==> src/rtl/lsu_mem_pkg.sv <==
// Shared types for the lsu_mem load/store scratch memory: access sizes, FSM states,
// response pipeline payload and latency bounds.
package lsu_mem_pkg;

    typedef enum logic [1:0] {
        SZ_BYTE = 2'b00,
        SZ_HALF = 2'b01,
        SZ_WORD = 2'b10,
        SZ_RSVD = 2'b11
    } size_e;

    typedef enum logic {
        ST_INIT = 1'b0,
        ST_RUN  = 1'b1
    } state_e;

    localparam int unsigned READ_LAT_MIN = 1;
    localparam int unsigned READ_LAT_MAX = 4;

    typedef struct packed {
        logic        vld;
        logic        err;
        logic [31:0] data;
    } rsp_t;

    // Byte lanes touched by an access of the given size at the given low address bits.
    function automatic logic [3:0] lane_mask(input size_e sz, input logic [1:0] lo);
        case (sz)
            SZ_BYTE: return 4'b0001 << lo;
            SZ_HALF: return lo[1] ? 4'b1100 : 4'b0011;
            SZ_WORD: return 4'b1111;
            default: return 4'b0000;
        endcase
    endfunction

    function automatic logic addr_misaligned(input size_e sz, input logic [1:0] lo);
        case (sz)
            SZ_BYTE: return 1'b0;
            SZ_HALF: return lo[0];
            SZ_WORD: return lo != 2'b00;
            default: return 1'b1;
        endcase
    endfunction

endpackage

==> src/rtl/lsu_ld_ext.sv <==
// Load lane select and sign/zero extension: picks the byte or half addressed by
// lane_i out of a memory word and widens it to 32 bits.
module lsu_ld_ext
    import lsu_mem_pkg::*;
(
    input  logic [31:0] word_i,
    input  logic [1:0]  lane_i,
    input  size_e       size_i,
    input  logic        unsigned_i,
    output logic [31:0] data_o
);

    logic [7:0]  byte_w;
    logic [15:0] half_w;

    always_comb begin
        byte_w = 8'(word_i >> {lane_i, 3'b000});
        half_w = lane_i[1] ? word_i[31:16] : word_i[15:0];
        data_o = word_i;
        case (size_i)
            SZ_BYTE: data_o = {{24{~unsigned_i & byte_w[7]}}, byte_w};
            SZ_HALF: data_o = {{16{~unsigned_i & half_w[15]}}, half_w};
            default: data_o = word_i;
        endcase
    end

endmodule

==> src/rtl/lsu_mem.sv <==
// Single-port word memory with byte/half/word load-store access and a fixed
// READ_LAT response pipeline. Define LSU_MEM_CLEAR_EN to zero the array after reset.
//
// Handshake: a request is taken on a rising edge with req_valid && req_ready;
// each taken request yields one rsp_valid pulse READ_LAT cycles later, in order,
// and responses cannot be stalled.
module lsu_mem
    import lsu_mem_pkg::*;
#(
    parameter int unsigned DEPTH    = 64,
    parameter int unsigned READ_LAT = 1
) (
    input  logic        clk,
    input  logic        reset,
    input  logic        req_valid,
    output logic        req_ready,
    input  logic        req_we,
    input  logic [1:0]  req_size,
    input  logic        req_unsigned,
    input  logic [31:0] req_addr,
    input  logic [31:0] req_wdata,
    output logic        rsp_valid,
    output logic [31:0] rsp_data,
    output logic        rsp_err,
    output state_e      dbg_state_o
);

    localparam int unsigned AW = $clog2(DEPTH);

    if (READ_LAT < READ_LAT_MIN || READ_LAT > READ_LAT_MAX || DEPTH < 4 ||
        (DEPTH & (DEPTH - 1)) != 0) begin : g_bad_param
        $error("lsu_mem: illegal DEPTH or READ_LAT");
    end

    logic [31:0] mem_q [DEPTH];
    state_e      state_q, state_d;

    size_e       size;
    logic [AW-1:0] idx;
    logic        range_err, req_err, accept;
    logic [3:0]  wmask;
    logic [31:0] wdata_rep, rd_word, ld_data;
    logic        sweep_done, sweep_we;
    logic [AW-1:0] sweep_idx;
    rsp_t        rsp_in;

    always_comb begin
        size      = size_e'(req_size);
        idx       = req_addr[AW+1:2];
        range_err = |req_addr[31:AW+2];
        req_err   = range_err | addr_misaligned(size, req_addr[1:0]);
        accept    = req_valid & req_ready & reset;
        wmask     = lane_mask(size, req_addr[1:0]);
        rd_word   = mem_q[idx];
        case (size)
            SZ_BYTE: wdata_rep = {4{req_wdata[7:0]}};
            SZ_HALF: wdata_rep = {2{req_wdata[15:0]}};
            default: wdata_rep = req_wdata;
        endcase
    end

`ifdef LSU_MEM_CLEAR_EN
    logic [AW-1:0] clr_q, clr_d;

    always_comb begin
        clr_d = clr_q;
        if (state_q == ST_INIT) clr_d = clr_q + 1'b1;
    end

    always_ff @(posedge clk) begin
        if (!reset) clr_q <= '0;
        else        clr_q <= clr_d;
    end

    assign sweep_done = (clr_q == AW'(DEPTH - 1));
    assign sweep_we   = reset & (state_q == ST_INIT);
    assign sweep_idx  = clr_q;
`else
    assign sweep_done = 1'b1;
    assign sweep_we   = 1'b0;
    assign sweep_idx  = '0;
`endif

    always_ff @(posedge clk) begin
        if (!reset) state_q <= ST_INIT;
        else        state_q <= state_d;
    end

    always_comb begin
        state_d = state_q;
        case (state_q)
            ST_INIT: if (sweep_done) state_d = ST_RUN;
            default: state_d = ST_RUN;
        endcase
    end

    always_comb begin
        req_ready   = (state_q == ST_RUN);
        dbg_state_o = state_q;
    end

    // Memory is deliberately unreset; only the optional sweep clears it.
    always_ff @(posedge clk) begin
        if (sweep_we) begin
            mem_q[sweep_idx] <= '0;
        end else if (accept && req_we && !req_err) begin
            for (int b = 0; b < 4; b++) begin
                if (wmask[b]) mem_q[idx][8*b +: 8] <= wdata_rep[8*b +: 8];
            end
        end
    end

    lsu_ld_ext u_ld_ext (
        .word_i    (rd_word),
        .lane_i    (req_addr[1:0]),
        .size_i    (size),
        .unsigned_i(req_unsigned),
        .data_o    (ld_data)
    );

    always_comb begin
        rsp_in = '0;
        if (accept) begin
            rsp_in.vld  = 1'b1;
            rsp_in.err  = req_err;
            rsp_in.data = (req_err || req_we) ? 32'h0 : ld_data;
        end
    end

    for (genvar g = 0; g < READ_LAT; g++) begin : g_stage
        rsp_t stg_q;
        if (g == 0) begin : g_first
            always_ff @(posedge clk) begin
                if (!reset) stg_q <= '0;
                else        stg_q <= rsp_in;
            end
        end else begin : g_next
            always_ff @(posedge clk) begin
                if (!reset) stg_q <= '0;
                else        stg_q <= g_stage[g-1].stg_q;
            end
        end
    end

    assign rsp_valid = g_stage[READ_LAT-1].stg_q.vld;
    assign rsp_err   = g_stage[READ_LAT-1].stg_q.err;
    assign rsp_data  = g_stage[READ_LAT-1].stg_q.data;

endmodule
==> config.mk <==
export PLATFORM = sky130hd
export DESIGN_NAME = lsu_mem
export DESIGN_NICKNAME = d
export VERILOG_FILES = /design/src/rtl/lsu_mem_pkg.sv /design/src/rtl/lsu_ld_ext.sv /design/src/rtl/lsu_mem.sv
export SDC_FILE = /design/constraint.sdc
export NUM_CORES = 2
export LEC_CHECK = 0
export ABC_AREA = 1
export CAP_MARGIN = 15
export CORE_ASPECT_RATIO = 0.75
export CORE_MARGIN = 2
export CORE_UTILIZATION = 50
export CTS_CLUSTER_DIAMETER = 60
export DETAILED_ROUTE_END_ITERATION = 16
export PLACE_DENSITY = 0.7
export RECOVER_POWER = 25
export SYNTH_ARGS = -nofsm -noshare
export SYNTH_HDL_FRONTEND = slang
export SYNTH_SLANG_ARGS = --single-unit
export TNS_END_PERCENT = 1
==> constraint.sdc <==
create_clock -name clk -period 5.9 [get_ports clk]
set_input_delay 1.475 -clock clk [delete_from_list [all_inputs] [get_ports clk]]
set_output_delay 1.475 -clock clk [all_outputs]
set_load 0.02 [all_outputs]
==> flow_summary.ini <==
[run_status]
status = finished, violations left
violations = capacitance limit, slew limit

[timing]
fin_tns_setup_ns = 0
skew_ns = 0.0343
rsz0062_at_grt = no
min_period_over_period = 0.881
relSlewSlack = -1.63
tightest_slew_ns = 3.95
max_freq_ghz = 0.192
finalSetupViolations = 0
hold_viol_final = 0
fin_crit_ns = 5.20
slew_viol_final = 802

[worst_setup_path]
ff2ff_path_depth = 15
worstPathRequired_ns = 6.28
cp.arrival_ns = 5.58
crit_type = in -> reg
cp-end-kind = flop
crit_fanout = 36
rr_startpoint = mem_q[16][15]$_DFFE_PP_
reg2reg_slack_ns = 2.88
startpoint_type = primary input
crit_start = req_size[1]

[clock_network]
cts_resized = 0
cts_buffer_depth = 3
clock_latency_ns = 0.85
cts_buffers = 188
cts.sinks = 2083
h-tree-depth = 4
postCtsSetupRepairBufs = 0
cts_root_buf = clkbuf_16
cts_hold_buffers = 0
cts_tree = yes
clk_pin_slew_worst_paths_ns = 0.07

[yosys]
yosysWarnings = 0
synthTopCellsByArea = edfxtp_1 77%, nand2_1 9.5%, nand4_1 2.2%, a22oi_1 2.0%, nor2_1 2.0%
synth.top_cell.area_share = 0.767
ys_ff_latch = 2083
syn_area_um2 = 80200
avgSynthCellArea_um2 = 13.0
synthesis.instances = 6163
synth_top_cell_by_area = edfxtp_1
synth.distinct_cells = 33
synthesis.nets = 6234
ys_seq_area_frac = 0.775

[grt]
met1_usage = 0.431
met2_usage = 0.434
grtUsageTotal = 0.316
grt_max_degree = 72
gr-total-overflow = 0
gr-usage-met3 = 0.137
antenna_found_initial = 16
grt_pass1_wl_um = 367000
top_usage_layer = met2
grt_pass1_vias = 50847

[floorplanning]
core_um2 = 160000
initial_core_util = 0.503
die_h_um = 351
die-area_um2 = 164000
fp.dieW_um = 467
rows = 127
ios = 107

[detailed_routing]
viasPerCell = 6.10
ant_nets = 0
avgRoutedWirePerCell_um = 29.4
first_pass_iters = 9
dr.first_iter.drc_count = 9835
vias = 54283
drc = 0
wl_um = 261000

[power]
power_density_nw_per_um2 = 324
power.total_w = 0.0300
irDropWorstVdd_mv = 0.286
p_leak_nw = 32.4

[min_path]
hp-start = dbg_state_o$_DFF_P_
min_delay_path_depth = 2
hold_class = reg -> reg

[placed_design]
dpl.cell_count = 8531
dp_hpwl_um = 164000
gp_congestion = 0.986
portBuffers = 106

[cells_and_area]
stdcell_count = 8900
drive_gt1_frac = 0.109
final_nets = 6665
area_growth_pct = 15.4

[run]
maxCapViolCount = 18
[cells in the final DEF (no fill, tap or decap), types with 8 or more instances in the layout]
cell / instances
nand4_1: 287
buf_4: 383
o21ai_1: 9
o21ai_0: 224
nand2_1: 2028
inv_1: 246
a22oi_1: 213
clkbuf_1: 69
clkinv_1: 45
nor3_2: 8
o21ai_4: 8
o2111ai_1: 8
a22o_1: 14
nor2_4: 10
diode_2: 21
a21oi_1: 39
or2_2: 14
clkbuf_16: 191
nor2_1: 420
clkinv_2: 30
dfxtp_1: 35
nand3_1: 183
buf_12: 46
o211ai_1: 23
edfxtp_1: 2048
clkdlybuf4s50_1: 90
bufinv_16: 13
[where the power goes]
part / switching, W / internal, W / leakage, nW
combinational: 0.00130 / 0.000352 / 10.8
clock: 0.00544 / 0.00654 / 2.88
sequential: 0.000000515 / 0.0164 / 18.8
[state kept, by name, indices dropped and copies added (netlist names)]
register	count
mem_q	2048
rsp_data	32
dbg_state_o	1
rsp_err	1
rsp_valid	1
[worst max-delay path, stage by stage]
cell	delay [ns]
dlygate4sd3_1	0.56
buf_4	0.27
inv_1	0.13
clkbuf_1	0.59
nand2_1	0.10
nand2_1	1.09
clkbuf_1	1.30
[metrics by stage]
stage	hold WS [ns]	setup slack, ns	area, um^2	util
6_report	0.699	0.703	92600	0.580
5_1_grt	0.687	0.601	92500	0.580
4_1_cts	0.642	1.44	92600	0.581
3_5_place_dp	0.633	0.568	86700	0.544
3_3_place_gp	0.662	0.609	86600	0.543
2_1_floorplan	0.548	0.717	80200	-
[worst paths after layout]
path                        endpoint
max          mem_q[32][16]$_DFFE_PP_
min               rsp_err$_SDFF_PN0_
max reg2reg  rsp_data[23]$_SDFF_PP0_
min reg2reg       rsp_err$_SDFF_PN0_
[cells by family after synthesis]
kind of cell | after synthesis | synth area share
AND/OR/NAND/NOR | 2973 | 0.153
flip-flops | 2083 | 0.775
buffers and inverters | 560 | 0.0294
AO/OA/AOI/OAI | 547 | 0.0428
[metal layers]
layer / vias to the layer above / part of all wire / wire length [um]
met5: - / 0.0019 / 493
met2: 4590 / 0.41 / 107000
li1: 22775 / - / -
met3: 655 / 0.18 / 45800
met4: 26 / 0.051 / 13400
met1: 26237 / 0.36 / 94400
[area by class of cell]
class	count	area [um^2]
antenna	21	52.6
clock buffer	241	4970
clock inverter	106	933
fill	12218	67000
inverter	251	952
multi-input combinational	3520	15900
sequential	2083	62200
tap	2128	2660
timing repair buffer	550	4910
[cells in the mapped netlist]
master and count:
nand3_1 184, o221ai_1 1, a31oi_1 1, clkbuf_1 112
o31ai_1 1, nor2_4 2, edfxtp_1 2048, nor3_1 11
nand2_1 2029, nand2_2 1, a22o_1 14, dfxtp_1 35
o21ai_1 11, inv_1 247, nand4_1 287, buf_4 6
buf_6 1, a22oi_1 213, nand3b_1 6, nor2_2 5
o211ai_1 23, or2_2 14, o2111ai_1 8, or2_0 2
a211oi_1 5, a21oi_1 39, o21ai_0 231, buf_2 179
inv_2 4, buf_1 11, nor2_1 423, nand3_2 2
nor4_1 7
Note: power is estimated with default switching activity, not from simulation.
